**src/rtl/dmem_pair_streamer.sv**
```systemverilog
// -----------------------------------------------------------------------------
// dmem_pair_streamer
//
// Walks the constant data memory from a programmable base address, reading
// consecutive words two at a time. Each pair is presented as an operand pair
// (op_a = even offset word, op_b = odd offset word) on a valid/ready handshake
// towards the FPU/integer execution unit.
//
// The memory read port is combinational: rom_q follows rom_addr in the same
// cycle. rom_addr is driven straight from the pointer register, so each fetch
// state captures the word the pointer currently addresses.
//
// Ports
//   clk       : clock, all state updates on the rising edge
//   rst       : synchronous active-high reset
//   start     : command strobe, only honoured in IDLE
//   base      : first word address, captured with start
//   count     : number of operand pairs to emit, captured with start
//   rom_addr  : address to the data memory
//   rom_q     : data memory word for rom_addr
//   op_a      : operand A (word at even offset from base)
//   op_b      : operand B (word at odd offset from base)
//   op_valid  : op_a/op_b hold a valid pair
//   op_ready  : consumer accepts the pair when op_valid & op_ready
//   busy      : high whenever the sequencer is not idle
//   done      : one-cycle pulse at the end of a command
// -----------------------------------------------------------------------------
module dmem_pair_streamer #(
    parameter int AW = 9,
    parameter int DW = 16,
    parameter int CW = 10
) (
    input  logic          clk,
    input  logic          rst,
    input  logic          start,
    input  logic [AW-1:0] base,
    input  logic [CW-1:0] count,
    output logic [AW-1:0] rom_addr,
    input  logic [DW-1:0] rom_q,
    output logic [DW-1:0] op_a,
    output logic [DW-1:0] op_b,
    output logic          op_valid,
    input  logic          op_ready,
    output logic          busy,
    output logic          done
);

    typedef enum logic [2:0] {
        IDLE    = 3'd0,
        FETCH_A = 3'd1,
        FETCH_B = 3'd2,
        PRESENT = 3'd3,
        FINISH  = 3'd4
    } state_t;

    state_t        state;
    logic [AW-1:0] ptr;
    logic [CW-1:0] remaining;
    logic [DW-1:0] a_reg;
    logic [DW-1:0] b_reg;
    logic          done_reg;

    // -------------------------------------------------------------------------
    // Sequencer FSM. done is registered and raised on the same edge that
    // enters FINISH, so it is high exactly while the FSM sits in FINISH.
    // ptr wraps naturally at 2^AW because it is only AW bits wide.
    // -------------------------------------------------------------------------
    always_ff @(posedge clk) begin
        if (rst) begin
            state     <= IDLE;
            ptr       <= '0;
            remaining <= '0;
            a_reg     <= '0;
            b_reg     <= '0;
            done_reg  <= 1'b0;
        end else begin
            done_reg <= 1'b0;
            case (state)
                IDLE: begin
                    if (start) begin
                        ptr       <= base;
                        remaining <= count;
                        if (count != '0) begin
                            state <= FETCH_A;
                        end else begin
                            // Empty command: skip straight to the done pulse.
                            state    <= FINISH;
                            done_reg <= 1'b1;
                        end
                    end
                end

                FETCH_A: begin
                    a_reg <= rom_q;
                    ptr   <= ptr + 1'b1;
                    state <= FETCH_B;
                end

                FETCH_B: begin
                    b_reg <= rom_q;
                    ptr   <= ptr + 1'b1;
                    state <= PRESENT;
                end

                PRESENT: begin
                    // Without op_ready everything holds, keeping the pair
                    // stable for the consumer.
                    if (op_ready) begin
                        remaining <= remaining - 1'b1;
                        if (remaining == CW'(1)) begin
                            state    <= FINISH;
                            done_reg <= 1'b1;
                        end else begin
                            state <= FETCH_A;
                        end
                    end
                end

                FINISH: begin
                    state <= IDLE;
                end

                default: begin
                    state <= IDLE;
                end
            endcase
        end
    end

    // Outputs are taken directly from registered state.
    assign rom_addr = ptr;
    assign op_a     = a_reg;
    assign op_b     = b_reg;
    assign op_valid = (state == PRESENT);
    assign busy     = (state != IDLE);
    assign done     = done_reg;

endmodule

```
**config.mk**
```make
export PLATFORM = sky130hd
export DESIGN_NAME = dmem_pair_streamer
export DESIGN_NICKNAME = d
export VERILOG_FILES = /design/src/rtl/dmem_pair_streamer.sv
export SDC_FILE = /design/constraint.sdc
export NUM_CORES = 1
export LEC_CHECK = 0
export BUFFER_PORTS_ARGS = -buffer_cell sky130_fd_sc_hd__buf_4
export CAP_MARGIN = 20
export CORE_MARGIN = 5
export CORE_UTILIZATION = 48
export CTS_BUF_LIST = sky130_fd_sc_hd__clkbuf_2 sky130_fd_sc_hd__clkbuf_4 sky130_fd_sc_hd__clkbuf_8
export DETAILED_ROUTE_END_ITERATION = 12
export PLACE_DENSITY = 0.78
export SYNTH_ARGS = -nofsm -noshare
export SYNTH_HDL_FRONTEND = slang
export SYNTH_SLANG_ARGS = --single-unit
```
**constraint.sdc**
```tcl
create_clock -name clk -period 1.9 [get_ports clk]
set_input_delay 0.285 -clock clk [delete_from_list [all_inputs] [get_ports clk]]
set_output_delay 0.285 -clock clk [all_outputs]
set_load 0.1 [all_outputs]
```
Word-level counts from Yosys, hierarchy flattened
Cells that the tools add are included.

storage, ports and cells
  register bits after elaboration = 55
  bits of input ports = 39
  output and inout port bits = 44
  word-level logic and storage cells = 38

operators by class
  $add $sub $neg = 2
  eq/ne operators = 6
  mux-type cells = 15
  reduce and logical (&&, ||, !) cells = 9

operators with widths
  operator                                               number
  two-way mux 10 bit                                     2
  case mux 10 bit (2 select lines)                       1
  case mux 9 bit (2 select lines)                        1
  two-way mux 3 bit                                      4
  case mux 3 bit (4 select lines)                        1
  equality test 10 x 1 -> 1 bit (second input constant)  1
  nonzero test 10 bit                                    1
  subtractor 10 x 1 -> 10 bit (second input constant)    1
  adder 9 x 1 -> 9 bit (second input constant)           1
  two-way mux 9 bit                                      1
  equality test 3 x 2 -> 1 bit (second input constant)   2
  two-way mux 1 bit                                      4
  AND reduction 2 bit                                    2
  nonzero test 2 bit                                     2
  equality test 3 x 1 -> 1 bit (second input constant)   1
  logical NOT 3 bit                                      1
  AND reduction 3 bit                                    1
  nonzero test 3 bit                                     1
  != test 2 x 1 -> 1 bit (second input constant)         1
  != test 2 bit (second input constant)                  1
  case mux 1 bit (2 select lines)                        1
  OR reduction 2 bit                                     1

Longest topological paths before layout
  word-level depth = 4
  depth in mapped cells = 7
  depth with buffers taken out = 6

Worst setup path after synthesis
OpenSTA, ideal clock, no wires.

  kind = reg-to-reg
  start point = reg ptr[0], in the netlist rom_addr[0]
  end point = reg ptr[6], in the netlist rom_addr[6]
  library setup time = 0.086 ns
  arrival time = 1.956 ns
  required time = 1.814 ns
  slack = -0.142 ns
  stages on the path, launching flop included = 6
  path buffers = 0
  clock period less this slack = 2.042 ns
  path through = dfxtp_1 > ha_1 > and3_1 > a311o_1 > a21oi_1 > a211oi_1

between the ends
  cells in the longest elaborated chain, start to end = 2

RTL lines
  element                          RTL line  RTL
  from (decl)                      57        logic [AW-1:0] ptr;
  from (signal assigned)           81        ptr <= base;
  from (signal assigned)           95        ptr <= ptr + 1'b1;
  from (signal assigned)           101       ptr <= ptr + 1'b1;
  adder 9 x 1 -> 9 bit             95, 101
  case mux 9 bit (2 select lines)  78        case (state)

Every way passes these cells.
A chain may end at the register's enable or synchronous reset.

Worst setup path after layout
  start point = reg state[2]
  end point = out busy

between the ends
  cells in the longest elaborated chain, start to end = 1

RTL lines
  element                 RTL line  RTL
  from (decl)             56        state_t state;
  from (signal assigned)  70        state <= IDLE;
  from (signal assigned)  84        state <= FETCH_A;
  from (signal assigned)  87        state <= FINISH;
  nonzero test 3 bit      135       assign busy = (state != IDLE);
  to (decl)               44        output logic busy,

Every way passes these cells.

==> metrics.csv <==
stage,metric,value,unit
outcome,status,completed,
final_layout,Area Growth Syn to Fin,31.6,%
logic_synthesis,fraction of registers with async set/reset,0,%
grt,gr usage total,20.0,%
sta,RSZ-0062 raised after global routing,false,
power,Pwr Density,1240,nW/um2
grt,number of global-route vias before repair,2327,
sta,final hold vios,0,
cts,clk root buf,clkbuf_8,
placed_design,GPL Wtd Cong,0.849,
grt,routing usage on met2,33.8,%
cts,Worst-path clk slew,100,ps
final_layout,share of layout cells above drive strength 1,29.5,%
worst_setup_path,Crit Reg-Reg Startpoint,state[1]$_SDFFE_PP0P_,
placed_design,Detailed Place HPWL,4860,um
sta,Max Freq,559,MHz
sta,slew of the pin with the lowest slew margin,703,ps
route,DR vias/cell,5.37,
route,1st-iter DRT viols,156,
worst_setup_path,crit path cell chain,buf_4 -> or3_1 -> buf_4,
run,max-cap viol count,0,
final_layout,Multi-input gate area,1300,um2
route,Remaining DRCs,0,
logic_synthesis,post-synthesis register bit count,55,
sta,Clock Skews,6.91,ps
placed_design,Post-Place Setup Slack,161,ps
logic_synthesis,syn avg cell area,7.97,um2
grt,met1 Usage GRT,25.8,%
die,DIE WIDTH,82.8,um
final_layout,diode count,0,
placed_design,port buffer count,82,
worst_setup_path,CP max FO,12,
worst_setup_path,"delay-heaviest family, CP",buffers and inverters,
logic_synthesis,Post-Syn Instances,319,
cts,cts hold-fix bufs,0,
power,worst vdd rail ir drop,0.669,mV
route,wire length per cell,14.4,um
grt,global-route wire length before repair,10800,um
min_path,Hold Path Class,in2reg,
final_layout,Final nets,441,
worst_setup_path,Worst EP required,1620,ps
route,via count,2522,
route,routed wire length,6750,um
min_path,WHS Endpoint,op_a[11]$_SDFFE_PP0P_,
sta,slew margin rel.,53.1,%
worst_setup_path,crit start category,flop,
logic_synthesis,Most used DFF post-synth,dfxtp_1,
worst_setup_path,Worst path slowest cell,dfxtp_1,
logic_synthesis,number of synthesized flops with an enable pin,0,
worst_setup_path,critical path class,reg2out,
die,num ports,83,
grt,gr busiest metal,met2,
logic_synthesis,count of cell types in the netlist,54,
die,Die H,82.8,um
cts,Num CTS Buffers,5,
worst_setup_path,CP Capture Type,output pin,
logic_synthesis,sequential share of the synthesized area,43.3,%
sta,Final Cycle Share,94.2,%
grt,initial antenna violation count,0,
cts,clk_lat worst skew,310,ps
worst_setup_path,CP arrival,1500,ps
min_path,worst hold stages,3,
worst_setup_path,Worst R2R Setup Slack,290,ps
route,1st-pass router iterations,4,
worst_setup_path,"most used cell, CP",buf_4,
cts,CTS max path bufs,2,
die,Starting Density,49.4,%
final_layout,FF/Latch Area,1110,um2
grt,met3 Use GR,4.01,%
die,die area,6850,um2
worst_setup_path,Worst Setup SP,state[2]$_SDFFE_PP0P_,
logic_synthesis,syn nets,361,
worst_setup_path,WP buf/inv,2,
final_layout,"commonest non-fill, non-tap cell in the layout",buf_4,
placed_design,area post-placement,3250,um2
final_layout,"commonest cells after routing, fill and taps aside","96 x buf_4, 76 x nand2_1, 52 x a21oi_1",
worst_setup_path,FF-to-FF path depth,4,
sta,Setup Viol. Count Final,0,
cts,# clock sinks,55,
min_path,Hold Crit Start,rom_q[11],
logic_synthesis,Post-Syn Area,2540,um2
die,Core Region,5140,um2
final_layout,Final Instance Area,3340,um2
logic_synthesis,YS warnings,0,
sta,Final Max Tran Viols,0,
die,# rows,26,
worst_setup_path,crit-path max cell delay,380,ps
power,Pleak,1.38,nW
sta,sum of negative setup slack,0,ps
sta,Final min period,1790,ps
final_layout,FILL cells,491,
worst_setup_path,Reg-to-Reg End,op_b[10]$_SDFFE_PP0P_,
cts,CTS tree,built,
cts,H-tree depth,2,
sta,Final Worst Setup Slack,110,ps
grt,remaining global-route overflow,0,
grt,largest net degree at the start of global routing,32,
route,Routed Antenna Nets,0,
-- worst max-delay path by stage --
stage                                     endpoint  slack [ps]  depth (start not counted)
after floorplan           rom_addr[7]$_SDFFE_PP0P_          20                          4
after global placement        op_b[1]$_SDFFE_PP0P_         240                          4
after detailed placement     op_b[10]$_SDFFE_PP0P_         160                          4
after CTS                                 op_valid          10                          3
after global routing                          busy          30                          3
final                                         busy         110                          3
-- routing by layer --
| metal | vias to the layer above | wire length [um] |
|---|---|---|
| met5 | - | 0 |
| met4 | 0 | 61 |
| met3 | 6 | 375 |
| met2 | 54 | 3370 |
| met1 | 1174 | 2940 |
| li1 | 1288 | - |
-- synthesized netlist by cell type (all sizes together), types with 2 or more instances --
cell type,count,area (um2)
buf,10,53.8
ha,3,37.5
nor3b,2,20.0
nand3,5,25.0
a21o,4,30.0
nor4b,3,32.5
o21ai,12,60.1
and2,2,12.5
mux2i,3,30.0
a211oi,7,57.6
a311oi,2,17.5
o32ai,3,26.3
a221oi,3,26.3
nor2b,4,25.0
inv,9,33.8
or4,2,15.0
clkbuf,13,48.8
dfxtp,55,1100
nand2b,4,25.0
a21oi,52,260
nor2,7,28.8
nor3,5,30.0
a31oi,2,12.5
nand2,76,285
nand4,5,31.3
a31o,2,17.5
and4,3,26.3
nor4,4,25.0
-- tightest hold or removal path: cells and delay by family --
family                 cells  cell delay (ps)
AOI/OAI and AO/OA          1               50
and+or+nand+nor            1               40
buffers and inverters      1              110
-- logic make-up (layout without fill, tap and decap cells) --
logic type                 Yosys count  after routing  share of synthesized area, %
AOI/OAI and AO/OA                   96             96                          23.0
xor gates and xnor gates             1              1                         0.640
adders and majority gates            3              3                          1.48
buffers and inverters               32            113                          5.37
DFF                                 55             55                          43.3
muxes                                3              3                          1.18
and+or+nand+nor                    129            129                          25.0
-- where the power goes --
| group | internal (mW) | total, mW | switching [mW] |
|---|---|---|---|
| logic | 0.537 | 1.99 | 1.46 |
| registers | 1.32 | 1.47 | 0.153 |
| clock network | 0.280 | 0.679 | 0.398 |
| total | 2.13 | 4.14 | 2.01 |
-- metrics by stage --
step	hold slack, ps	std cells	total power, mW	util [%]
finish	219	470	4.14	65.1
global placement	443	462	3.45	63.2
floorplan	421	319	3.00	-
global route	200	470	4.37	65.1
CTS	210	470	4.16	65.0
detailed placement	448	462	3.49	63.2
-- timing repair --
action / in CTS / in global routing
buffers inserted: 0 / 0
setup endpoints to repair: 0 / 1
resized for setup: 0 / 2
-- area by class of cell --
| type | count | area share (%) |
|---|---|---|
| Inverter | 9 | 1.01 |
| Multi-Input combinational cell | 232 | 39.0 |
| Tap cell | 70 | 2.62 |
| Sequential cell | 55 | 33.1 |
| Clock buffer | 6 | 2.28 |
| Clock inverter | 2 | 0.486 |
| Timing Repair Buffer | 96 | 21.5 |
No activity file was read; power rests on OpenSTA's default activity.
